`src/rtl/arc_meter_pkg.sv`:
```
// Shared definitions for the timing-arc delay meter.
//   - FSM state encodings (IDLE -> SETTLE -> MEASURE -> RESULT)
//   - result status codes
//   - synchronizer depth and the fixed loopback offset it introduces
package arc_meter_pkg;

    typedef logic [1:0] state_t;

    localparam state_t S_IDLE    = 2'd0;
    localparam state_t S_SETTLE  = 2'd1;
    localparam state_t S_MEASURE = 2'd2;
    localparam state_t S_RESULT  = 2'd3;

    typedef logic [1:0] status_t;

    localparam status_t ST_OK          = 2'b00;
    localparam status_t ST_TIMEOUT     = 2'b01;
    localparam status_t ST_SETTLE_FAIL = 2'b10;

    localparam int unsigned SYNC_STAGES = 2;

    // A zero-delay loopback reads this many edges: two synchronizer stages plus
    // the edge that registers the detection.
    localparam int unsigned LOOPBACK_OFFSET = 3;

endpackage

```
`src/rtl/arc_delay_meter_sense_sync.sv`:
```
// Multi-flop synchronizer for the asynchronous cell-under-test output pin.
// Ports:
//   CP  - clock, rising edge
//   CDN - asynchronous active-low clear (all stages to 0)
//   d   - asynchronous input
//   q   - synchronized output, SYNC_STAGES edges of latency
module sense_sync
    import arc_meter_pkg::*;
(
    input  logic CP,
    input  logic CDN,
    input  logic d,
    output logic q
);

    logic [SYNC_STAGES-1:0] sync_q;
    logic [SYNC_STAGES-1:0] sync_d;

    always_comb begin
        sync_d = {sync_q[SYNC_STAGES-2:0], d};
    end

    always_ff @(posedge CP or negedge CDN) begin
        if (!CDN) begin
            sync_q <= '0;
        end else begin
            sync_q <= sync_d;
        end
    end

    assign q = sync_q[SYNC_STAGES-1];

endmodule

```
`src/rtl/arc_delay_meter.sv`:
```
// Timing-arc characterization engine. For each request it drives an initial
// level into the cell-under-test, checks the output settled to the matching
// level, launches the transition and counts CP edges until the expected output
// edge is seen through the synchronizer. One result record per request.
// Ports:
//   CP, CDN                     - clock (rising) / async active-low reset
//   req_valid/ready, req_arc_id - request handshake and arc id
//   req_edge                    - 1 = rising launch, 0 = falling launch
//   req_inv                     - 1 = inverting arc
//   launch                      - drive to the cell-under-test input pin
//   sense                       - cell-under-test output pin (asynchronous)
//   res_valid/ready             - result handshake
//   res_arc_id, res_delay       - echoed id, measured edge count
//   res_status                  - 00 ok, 01 timeout, 10 settle fail
module arc_delay_meter
    import arc_meter_pkg::*;
#(
    parameter int unsigned CNT_W      = 16,
    parameter int unsigned ID_W       = 8,
    parameter int unsigned SETTLE_CYC = 8,
    parameter int unsigned TIMEOUT    = 4095
) (
    input  logic            CP,
    input  logic            CDN,
    input  logic            req_valid,
    output logic            req_ready,
    input  logic [ID_W-1:0] req_arc_id,
    input  logic            req_edge,
    input  logic            req_inv,
    output logic            launch,
    input  logic            sense,
    output logic            res_valid,
    input  logic            res_ready,
    output logic [ID_W-1:0] res_arc_id,
    output logic [CNT_W-1:0] res_delay,
    output logic [1:0]      res_status
);

    if (TIMEOUT >= (64'd1 << CNT_W)) begin : g_bad_timeout
        $error("TIMEOUT must be below 2**CNT_W");
    end
    if (SETTLE_CYC < 3) begin : g_bad_settle
        $error("SETTLE_CYC must be at least 3");
    end
    if (LOOPBACK_OFFSET != SYNC_STAGES + 1) begin : g_bad_offset
        $error("LOOPBACK_OFFSET inconsistent with SYNC_STAGES");
    end

    localparam logic [CNT_W-1:0] TimeoutC    = CNT_W'(TIMEOUT);
    localparam logic [CNT_W-1:0] SettleLastC = CNT_W'(SETTLE_CYC);

    state_t           state_q, state_d;
    logic [CNT_W-1:0] cnt_q, cnt_d;
    logic [CNT_W-1:0] cnt_inc;
    logic             edge_q, edge_d;
    logic             inv_q, inv_d;
    logic             launch_q, launch_d;
    logic             res_valid_q, res_valid_d;
    logic [ID_W-1:0]  res_arc_id_q, res_arc_id_d;
    logic [CNT_W-1:0] res_delay_q, res_delay_d;
    status_t          res_status_q, res_status_d;

    logic sense_s;
    logic init_exp;
    logic final_exp;

    sense_sync u_sense_sync (
        .CP  (CP),
        .CDN (CDN),
        .d   (sense),
        .q   (sense_s)
    );

    assign cnt_inc   = cnt_q + CNT_W'(1);
    assign init_exp  = ~edge_q ^ inv_q;
    assign final_exp = edge_q ^ inv_q;

    always_comb begin
        state_d      = state_q;
        cnt_d        = cnt_q;
        edge_d       = edge_q;
        inv_d        = inv_q;
        launch_d     = launch_q;
        res_valid_d  = res_valid_q;
        res_arc_id_d = res_arc_id_q;
        res_delay_d  = res_delay_q;
        res_status_d = res_status_q;

        case (state_q)
            S_IDLE: begin
                if (req_valid) begin
                    edge_d       = req_edge;
                    inv_d        = req_inv;
                    res_arc_id_d = req_arc_id;
                    launch_d     = ~req_edge;
                    cnt_d        = '0;
                    state_d      = S_SETTLE;
                end
            end
            S_SETTLE: begin
                // Counter doubles as the settle timer; launch lands SETTLE_CYC+1
                // edges after acceptance.
                if (cnt_q == SettleLastC) begin
                    if (sense_s != init_exp) begin
                        res_delay_d  = '0;
                        res_status_d = ST_SETTLE_FAIL;
                        res_valid_d  = 1'b1;
                        state_d      = S_RESULT;
                    end else begin
                        launch_d = edge_q;
                        cnt_d    = '0;
                        state_d  = S_MEASURE;
                    end
                end else begin
                    cnt_d = cnt_inc;
                end
            end
            S_MEASURE: begin
                cnt_d = cnt_inc;
                // Detection is checked first so it wins over a same-cycle timeout.
                if (sense_s == final_exp) begin
                    res_delay_d  = cnt_inc;
                    res_status_d = ST_OK;
                    res_valid_d  = 1'b1;
                    state_d      = S_RESULT;
                end else if (cnt_inc == TimeoutC) begin
                    res_delay_d  = TimeoutC;
                    res_status_d = ST_TIMEOUT;
                    res_valid_d  = 1'b1;
                    state_d      = S_RESULT;
                end
            end
            S_RESULT: begin
                if (res_ready) begin
                    res_valid_d = 1'b0;
                    state_d     = S_IDLE;
                end
            end
            default: begin
                state_d = S_IDLE;
            end
        endcase
    end

    always_ff @(posedge CP or negedge CDN) begin
        if (!CDN) begin
            state_q      <= S_IDLE;
            cnt_q        <= '0;
            edge_q       <= 1'b0;
            inv_q        <= 1'b0;
            launch_q     <= 1'b0;
            res_valid_q  <= 1'b0;
            res_arc_id_q <= '0;
            res_delay_q  <= '0;
            res_status_q <= ST_OK;
        end else begin
            state_q      <= state_d;
            cnt_q        <= cnt_d;
            edge_q       <= edge_d;
            inv_q        <= inv_d;
            launch_q     <= launch_d;
            res_valid_q  <= res_valid_d;
            res_arc_id_q <= res_arc_id_d;
            res_delay_q  <= res_delay_d;
            res_status_q <= res_status_d;
        end
    end

    assign req_ready  = (state_q == S_IDLE);
    assign launch     = launch_q;
    assign res_valid  = res_valid_q;
    assign res_arc_id = res_arc_id_q;
    assign res_delay  = res_delay_q;
    assign res_status = res_status_q;

endmodule

```
`config.mk`:
```
export PLATFORM = sky130hd
export DESIGN_NAME = arc_delay_meter
export DESIGN_NICKNAME = d
export VERILOG_FILES = /design/src/rtl/arc_meter_pkg.sv /design/src/rtl/arc_delay_meter_sense_sync.sv /design/src/rtl/arc_delay_meter.sv
export SDC_FILE = /design/constraint.sdc
export NUM_CORES = 1
export LEC_CHECK = 0
export CAP_MARGIN = 20
export CORE_MARGIN = 2
export CORE_UTILIZATION = 30
export CTS_CLUSTER_SIZE = 25
export DETAILED_ROUTE_END_ITERATION = 10
export RECOVER_POWER = 50
export SYNTH_ARGS = -nofsm -noshare
export SYNTH_HDL_FRONTEND = slang
export SYNTH_HIERARCHICAL = 1
export SYNTH_SLANG_ARGS = --single-unit
```
`constraint.sdc`:
```
create_clock -name CP -period 3 [get_ports CP]
set_input_delay 0.3 -clock CP [delete_from_list [all_inputs] [get_ports CP]]
set_output_delay 0.3 -clock CP [all_outputs]
set_load 0.02 [all_outputs]
```
==> qor.yml <==
cp_slowest_stage_delay_ns: 0.53
grt_max_degree: 33
critPathLaunch: "cnt_q[1]"
drt.antenna.violating_nets: 0
grt_pass1_wl_um: 12000
vias: 2437
timing.final.max_slew_violations: 33
synth-seq-cells: 50
io_pins: 44
cts_sinks: 50
drt-total-wl_um: 7510
cts-root-buf: "clkbuf_8"
yosysWarnings: 6
final_common_cell: "dfrtp_1"
rsz0062_at_grt: "false"
synth_edf_count: 0
cts_max_level: 2
clock_path_buffers: 2
clk_latency_ns: 0.31
worstMarginPinSlew_ns: 1.82
fmax_mhz: 366
fp.dieW_um: 103
rows: 36
hpwl_um: 5450
endpoint_kind: "flip-flop"
synth.distinct_cells: 59
critPathBufInv: 0
min_from: "u_sense_sync/sync_q[0]"
vdd_drop_max_uv: 366
finalWeightedCongestion: 0.864
start_util_pct: 30.7
seq_area_frac_synth_pct: 42.1
slew-limit-headroom_pct: -21.3
violations: "max-capacitance violations, max-slew violations"
arrival_ns: 2.94
syn_inst: 312
dr.pass1.iters: 4
via_per_inst: 5.01
layout-drive-gt1-share_pct: 13.3
crit_path_start_kind: "flip-flop"
synth_flop_cell: "dfrtp_1"
grt_usage_pct: 14.3
setup_violations: 0
grt_pass1_vias: 2334
async_flop_share_pct: 100
crit_type: "flip-flop to flip-flop"
fin_crit_sh_pct: 91.2
syn_nets: 334
grt-ovfl-total: 0
path_cells: "ha_1, nand3_1, or4_1, nor3b_1, o211ai_4, o21ai_1, a32o_1"
crit_path_top_delay_cell: "or4_1"
fin_skew_ns: 0.00871
layout_min_cycle_time_ns: 2.74
die_h_um: 103
cap_violations: 1
cellLeakagePower_nw: 1.48
tns_ns: 0
hold_path.class: "flip-flop to flip-flop"
drtIter0Drc: 111
crit_fanout: 13
pre_cts_slack_ns: 0.186
antenna_found_initial: 0
cts_tree: "yes"
regToRegStartpoint: "cnt_q[1]"
avgRoutedWirePerCell_um: 15.5
crit_family: "compound AO/OA/AOI/OAI gates"
status: "finished, violations left"
drc: 0
fin_ws_ns: 0.264
clkTransAtPathRegs_ns: 0.10
dieArea_mm2: 0.0107
numCtsBuffers: 5
syn_avg_cell_area_um2: 9.52
port_buffers: 43
nets: 374
worstPathRequired_ns: 3.21
coreArea_mm2: 0.00968
power.density_mw_per_mm2: 870
syn_to_final_growth_pct: 22.8
syn_area_mm2: 0.00297
most-common-layout-cells: "48 x dfrtp_1, 29 x nand2_1, 29 x clkdlybuf4s50_1"
reg2reg_slack_ns: 0.26
finalHoldViolations: 0
n_antenna_cell: 0
-- cells by family after synthesis --
group / share of synthesized area (%)
xor gates and xnor gates: 4.42
AOI/OAI and AO/OA: 19.2
muxes: 7.42
adders and majority gates: 2.95
DFF: 42.1
and+or+nand+nor: 18.6
buffers and inverters: 5.27
-- stage by stage --
stage	area (um^2)	util (%)	hold WS (ns)	cells	total power (W)
after floorplan	2970	-	0.00441	312	0.00208
after global placement	3540	36.5	0.333	477	0.00275
after detailed placement	3540	36.5	0.347	477	0.00276
after CTS	3630	37.5	0.0769	485	0.00321
after global routing	3640	37.6	0.377	486	0.00340
final	3640	37.6	0.367	486	0.00317
-- path summary, 6_finish.rpt --
| check | endpoint | depth (start not counted) |
|---|---|---|
| min in group asynchronous | res_arc_id[2] | 1 |
| worst min-delay path | u_sense_sync/sync_q[1] | 0 |
| worst max-delay path | res_delay[11] | 7 |
| worst max register to register | res_delay[11] | 7 |
| max in group asynchronous | cnt_q[11] | 2 |
| worst min register to register | u_sense_sync/sync_q[1] | 0 |
-- routing by layer --
metal  GRT usage (%)  routed length, um
met5               0                  0
met3            1.88                393
met2            21.8               3410
met4            4.86                133
met1            20.8               3580
-- cell type report --
type	instances	area [um^2]
inverters	15	56.3
flip-flops and latches	50	1250
clock buffers	5	68.8
fillers	965	6040
clock inverters	3	28.8
well taps	133	166
multi-input cells	226	1570
repair buffers	54	503
-- registers in the layout (all words and copies together) (netlist names), 2 cells and up --
register,flops
u_sense_sync/sync_q,2
state_q,2
res_status,2
cnt_q,16
res_arc_id,8
res_delay,16
-- cell usage after synthesis, types with 2 or more instances --
library cell  count  share of area [%]
dfrtp_1          50                 42
nand2_1          29                3.7
o21ai_0          23                3.9
mux2_2           16                6.1
inv_1            15                1.9
nor2_1           14                1.8
nand3_1          13                2.2
a21oi_1          12                2.0
buf_2            10                1.7
xnor2_1          10                2.9
a21o_1            9                2.3
nor2b_1           9                1.9
clkbuf_1          8                1.0
nor3_1            8                1.3
ha_1              7                2.9
a32o_1            5                1.7
nor4_1            5                1.1
o211ai_1          5                1.3
xor2_1            5                1.5
a22o_1            4                1.2
a31oi_1           4               0.84
mux2i_1           4                1.3
nand4_1           4               0.84
nand2b_1          3               0.63
and3_1            2               0.42
and4_1            2               0.59
and4b_1           2               0.67
o21bai_1          2               0.51
o22ai_1           2               0.42
-- report_power, final --
group / switching (W) / internal [W]
Combinational: 0.000992 / 0.000759
Clock: 0.000256 / 0.000173
Sequential: 0.000132 / 0.000859
-- what timing repair did --
action,4_1_cts,5_1_grt
setup endpoints to repair,0,13
setup buffers,0,1
resized for setup,0,3
hold buffers,0,0
Power figures use the tool's default switching activity.
